**src/rtl/operand_stage.sv**
```systemverilog
// Operand stage: single-entry pipeline register between decode and the ALU.
// Resolves rs1/rs2 through the EX/MEM/WB bypass network at capture time,
// selects ALU operands, and stalls one cycle on a load-use dependency.

package operand_pkg;
  typedef logic [31:0] word_t;
  typedef enum logic [3:0] {
    ALU_ADD  = 4'd0,
    ALU_SUB  = 4'd1,
    ALU_AND  = 4'd2,
    ALU_OR   = 4'd3,
    ALU_XOR  = 4'd4,
    ALU_SLL  = 4'd5,
    ALU_SRL  = 4'd6,
    ALU_SRA  = 4'd7,
    ALU_SLT  = 4'd8,
    ALU_SLTU = 4'd9
  } alu_op_t;
endpackage

module operand_stage
  import operand_pkg::*;
#(
  parameter bit FORWARD = 1'b1
) (
  input  logic        clk,
  input  logic        reset,
  input  logic        in_valid,
  output logic        in_ready,
  input  alu_op_t     in_alu_op,
  input  logic [4:0]  in_rs1,
  input  logic [4:0]  in_rs2,
  input  logic [4:0]  in_rd,
  input  word_t       in_rs1_data,
  input  word_t       in_rs2_data,
  input  word_t       in_imm,
  input  word_t       in_pc,
  input  logic [1:0]  in_op1_sel,
  input  logic        in_op2_sel,
  input  logic        in_rs2_used,
  input  logic        in_rd_wen,
  input  logic        in_is_load,
  input  logic        flush,
  input  word_t       alu_out,
  input  logic [4:0]  mem_rd,
  input  logic        mem_wen,
  input  word_t       mem_data,
  input  logic [4:0]  wb_rd,
  input  logic        wb_wen,
  input  word_t       wb_data,
  output logic        out_valid,
  input  logic        out_ready,
  output alu_op_t     out_alu_op,
  output word_t       out_op1,
  output word_t       out_op2,
  output word_t       out_store_data,
  output logic [4:0]  out_rd,
  output logic        out_rd_wen,
  output logic        out_is_load
);

  // Held entry (stage p1)
  logic       vld_p1;
  alu_op_t    op_p1;
  word_t      op1_p1;
  word_t      op2_p1;
  word_t      sd_p1;
  logic [4:0] rd_p1;
  logic       wen_p1;
  logic       ld_p1;

  logic       hazard;
  logic       cap;
  logic       rs1_dep;
  logic       rs2_dep;
  word_t      rs1_res;
  word_t      rs2_res;
  word_t      op1_nxt;
  word_t      op2_nxt;

  // Bypass priority: x0, held ALU result (non-load), MEM, WB, register file.
  function automatic word_t resolve(
    input logic [4:0] rs,
    input word_t      rf_data,
    input logic       held_vld,
    input logic       held_wen,
    input logic [4:0] held_rd,
    input logic       held_ld,
    input word_t      held_alu,
    input logic       m_wen,
    input logic [4:0] m_rd,
    input word_t      m_data,
    input logic       w_wen,
    input logic [4:0] w_rd,
    input word_t      w_data
  );
    word_t r;
    if (rs == 5'd0)
      r = '0;
    else if (held_vld && held_wen && (held_rd == rs) && !held_ld)
      r = held_alu;
    else if (m_wen && (m_rd == rs))
      r = m_data;
    else if (w_wen && (w_rd == rs))
      r = w_data;
    else
      r = rf_data;
    return r;
  endfunction

  // Load-use detection against the held entry, plus operand resolution and muxing
  always_comb begin
    rs1_dep = (rd_p1 == in_rs1) && (in_op1_sel == 2'b00);
    rs2_dep = (rd_p1 == in_rs2) && (!in_op2_sel || in_rs2_used);
    hazard  = FORWARD && vld_p1 && ld_p1 && wen_p1 && (rd_p1 != 5'd0) &&
              (rs1_dep || rs2_dep);

    if (FORWARD) begin
      rs1_res = resolve(in_rs1, in_rs1_data, vld_p1, wen_p1, rd_p1, ld_p1, alu_out,
                        mem_wen, mem_rd, mem_data, wb_wen, wb_rd, wb_data);
      rs2_res = resolve(in_rs2, in_rs2_data, vld_p1, wen_p1, rd_p1, ld_p1, alu_out,
                        mem_wen, mem_rd, mem_data, wb_wen, wb_rd, wb_data);
    end else begin
      rs1_res = in_rs1_data;
      rs2_res = in_rs2_data;
    end

    unique case (in_op1_sel)
      2'b00:   op1_nxt = rs1_res;
      2'b01:   op1_nxt = in_pc;
      default: op1_nxt = '0;  // 10 is zero; reserved 11 also yields zero
    endcase

    op2_nxt = in_op2_sel ? in_imm : rs2_res;
  end

  assign in_ready = !reset && !flush && !hazard && (!vld_p1 || out_ready);
  assign cap      = in_valid && in_ready;

  // Stage p0 -> p1: capture on handshake, drain on accept, kill on flush
  always_ff @(posedge clk or posedge reset) begin
    if (reset) begin
      vld_p1 <= 1'b0;
      op_p1  <= ALU_ADD;
      op1_p1 <= '0;
      op2_p1 <= '0;
      sd_p1  <= '0;
      rd_p1  <= '0;
      wen_p1 <= 1'b0;
      ld_p1  <= 1'b0;
    end else if (flush) begin
      vld_p1 <= 1'b0;
    end else if (cap) begin
      vld_p1 <= 1'b1;
      op_p1  <= in_alu_op;
      op1_p1 <= op1_nxt;
      op2_p1 <= op2_nxt;
      sd_p1  <= rs2_res;
      rd_p1  <= in_rd;
      wen_p1 <= in_rd_wen;
      ld_p1  <= in_is_load;
    end else if (out_ready) begin
      vld_p1 <= 1'b0;
    end
  end

  assign out_valid      = vld_p1;
  assign out_alu_op     = op_p1;
  assign out_op1        = op1_p1;
  assign out_op2        = op2_p1;
  assign out_store_data = sd_p1;
  assign out_rd         = rd_p1;
  assign out_rd_wen     = wen_p1;
  assign out_is_load    = ld_p1;

endmodule

```
**config.mk**
```make
export PLATFORM = sky130hd
export DESIGN_NAME = operand_stage
export DESIGN_NICKNAME = d
export VERILOG_FILES = /design/src/rtl/operand_stage.sv
export SDC_FILE = /design/constraint.sdc
export NUM_CORES = 1
export LEC_CHECK = 0
export BUFFER_PORTS_ARGS = -buffer_cell sky130_fd_sc_hd__buf_4
export CAP_MARGIN = 20
export CORE_MARGIN = 4
export CORE_UTILIZATION = 30
export DETAILED_ROUTE_END_ITERATION = 7
export PLACE_DENSITY = 0.59
export RECOVER_POWER = 100
export SLEW_MARGIN = 20
export SYNTH_ARGS = -nofsm -noshare
export SYNTH_HDL_FRONTEND = slang
export SYNTH_SLANG_ARGS = --single-unit
export TNS_END_PERCENT = 5
```
**constraint.sdc**
```tcl
create_clock -name clk -period 5.6 [get_ports clk]
set_clock_uncertainty 0.1 [all_clocks]
set_input_delay 1.4 -clock clk [delete_from_list [all_inputs] [get_ports clk]]
set_output_delay 1.4 -clock clk [all_outputs]
set_load 0.01 [all_outputs]
```
==> qor.yml <==
critPathMaxFanout: 33
worstMarginPinSlew_ns: 3.18
cts_setup_buffers: 0
synth_common_cells: "108 x dfrtp_1, 95 x o21ai_0, 69 x nand2_1, 66 x a21oi_1, 66 x nand3_1"
seq_area_frac_synth_pct: 37.0
drt_first_iter_violations: 631
grt_pass1_vias: 8592
grt_usage_pct: 25.0
synth_top_area_cell: "dfrtp_1"
synth_edf_count: 0
drc_errors: 0
clockBufferDepth: 2
cts_resized: 0
ys.flop_type: "dfrtp_1"
gp_congestion: 0.867
htree_levels: 3
slew_headroom_pct: -112
cts.clk_slew.worst_paths_ns: 0.09
clkLatencyLatePin_ns: 0.34
hold_viol: 0
ys_warn_count: 0
p_leak_nw: 4.11
power_mw: 2.55
critPathKind: "primary input to register"
power_frac_comb_pct: 31.7
numCtsBuffers: 9
drt-total-wl_mm: 35.3
wire_per_inst_um: 23.7
drive_gt1_share_pct: 26.7
min_period_ns: 5.04
antennaDiodeCount: 0
fin_crit_sh_pct: 90.0
synth_area_mm2: 0.00731
port_buffers: 374
route.vias.total: 8478
synth-async-reset-ratio_pct: 100
rows: 56
dieArea_mm2: 0.0269
status: "finished with violations"
dp.cells: 1477
power.internal_mw: 1.65
final_cells: 1493
drv_cap: 3
antenna_found_initial: 0
io-pin-count: 375
required_ns: 5.72
cts_hold_buf: 0
yosys.area_share.simple_pct: 15.4
fp.dieH_um: 164
synth_xor_area_share_pct: 3.60
syn_inst: 854
synthAdderAreaFrac_pct: 0
violations: "capacitance limit, slew limit"
synth-compound-area-share_pct: 25.9
start_util_pct: 30.8
dpl.hpwl_mm: 24.3
firstDrtPassIters: 5
hold_slack_ns: 0.408
fin_util_pct: 42.9
setup_tns_ns: 0
synth.avg_cell_area_um2: 8.56
grt_max_degree: 66
finalSetupViolCount: 0
layout.nets: 1435
area_delta_synth_final_pct: 39.6
viasPerCell: 5.68
core_area_mm2: 0.0238
powerDensity_mw_per_mm2: 250
overflow: 0
die_w_um: 164
syn_nets: 1120
antenna_left: 0
cts_tree: "yes"
root_buffer: "clkbuf_16"
ir_worst_vdd_mv: 0.136
seqPwrFrac_pct: 40.9
rsz0062_at_grt: "false"
synthTopCellsByArea: "dfrtp_1 37%, mux2i_1 8.8%, o21ai_0 6.5%"
synth_most_common_cell: "dfrtp_1"
ys_ff_latch: 108
cts_sinks: 108
synthMuxAreaShare_pct: 11.0
end_kind: "register"
swShare_pct: 35.1
p_clk_share_pct: 27.5
synthDistinctLibCells: 38
start_kind: "primary input"
arrival_ns: 5.17
yosysTopAreaCellShare_pct: 37.0
synth_top_family_by_area: "compound AO/OA/AOI/OAI gates"
grt_pass1_wl_mm: 51.7
n_fill_cell: 2512
max_freq_mhz: 198
switching_power_mw: 0.894
finalMaxSlewViolations: 153
hold_class: "register to register"
-- worst max-delay path, cell delays in order --
cell,delay [ns]
buf_4,0.14
xnor2_1,0.12
nand4_1,0.08
buf_4,0.45
or2_0,1.99
a311oi_1,0.34
o21ai_0,0.50
mux2i_1,0.13
-- final timing paths --
check                            startpoint                 end  slack, ns  cells after the start
max in group asynchronous             reset  out_store_data[20]       1.36                      3
worst max register to register    out_rd[2]         out_op1[16]       2.32                      5
min in group asynchronous             reset   out_store_data[1]       1.26                      3
worst max-delay path              in_rs2[4]   out_store_data[0]       0.56                      8
worst min register to register  out_op1[29]         out_op1[29]       0.41                      1
worst min-delay path            out_op1[29]         out_op1[29]       0.41                      1
-- cell families (layout without fill, tap and decap cells) --
kind of cell    Yosys count  in the layout
compound gates          294            294
simple gates            226            226
xor+xnor                 30             30
mux                      75             75
flops                   108            108
buf+inv                 121            441
-- per-layer routing --
layer / part of all wire, % / vias to the layer above / GRT usage (%) / wire (µm)
met2: 46 / 544 / 40.0 / 16300
met5: 0 / - / 0 / 0
met1: 40 / 4060 / 32.5 / 14200
met3: 10 / 79 / 6.10 / 3600
li1: - / 3795 / - / -
met4: 3.6 / 0 / 10.2 / 1270
-- per-stage QoR --
stage / instance area, µm² / setup slack [ns]
floorplan: 7310 / 1.25
global placement: 10300 / 1.33
detailed placement: 10300 / 1.31
CTS: 10700 / 1.30
global route: 10200 / 0.589
finish: 10200 / 0.559
-- power by group through the flow --
stage                     logic, mW  registers [mW]  clock network [mW]
after global placement        0.933            1.06                   0
final                         0.806            1.04               0.699
after CTS                     0.944            1.04               0.718
after detailed placement      0.944            1.06                   0
after floorplan               0.326            1.11                   0
after global routing          0.874            1.06               0.743
-- final cells by class --
| cell class | instances | area, µm² | share of cell area [%] |
|---|---|---|---|
| Multi-Input combinational cell | 625 | 4140 | 40.6 |
| Sequential cell | 108 | 2700 | 26.5 |
| Timing Repair Buffer | 391 | 2520 | 24.7 |
| Tap cell | 319 | 399 | 3.91 |
| Clock buffer | 10 | 239 | 2.34 |
| Inverter | 34 | 129 | 1.26 |
| Clock inverter | 6 | 70.1 | 0.687 |
-- sequential cells by signal, summed over array words and instances (netlist names) --
name	flops
out_alu_op	4
out_is_load	1
out_op1	32
out_op2	32
out_rd	5
out_rd_wen	1
out_store_data	32
out_valid	1
-- layout by cell type, fill, tap and decap left out, drive strengths merged, types with 33 or more instances in the layout --
cell and n:
dfrtp 108, o221ai 33, nor3 36, buf 279
o21ai 96, clkbuf 122, a21oi 66, and2 35
nand3 66, nand2 69, inv 36, mux2i 64
(Power assumes the default switching activity.)
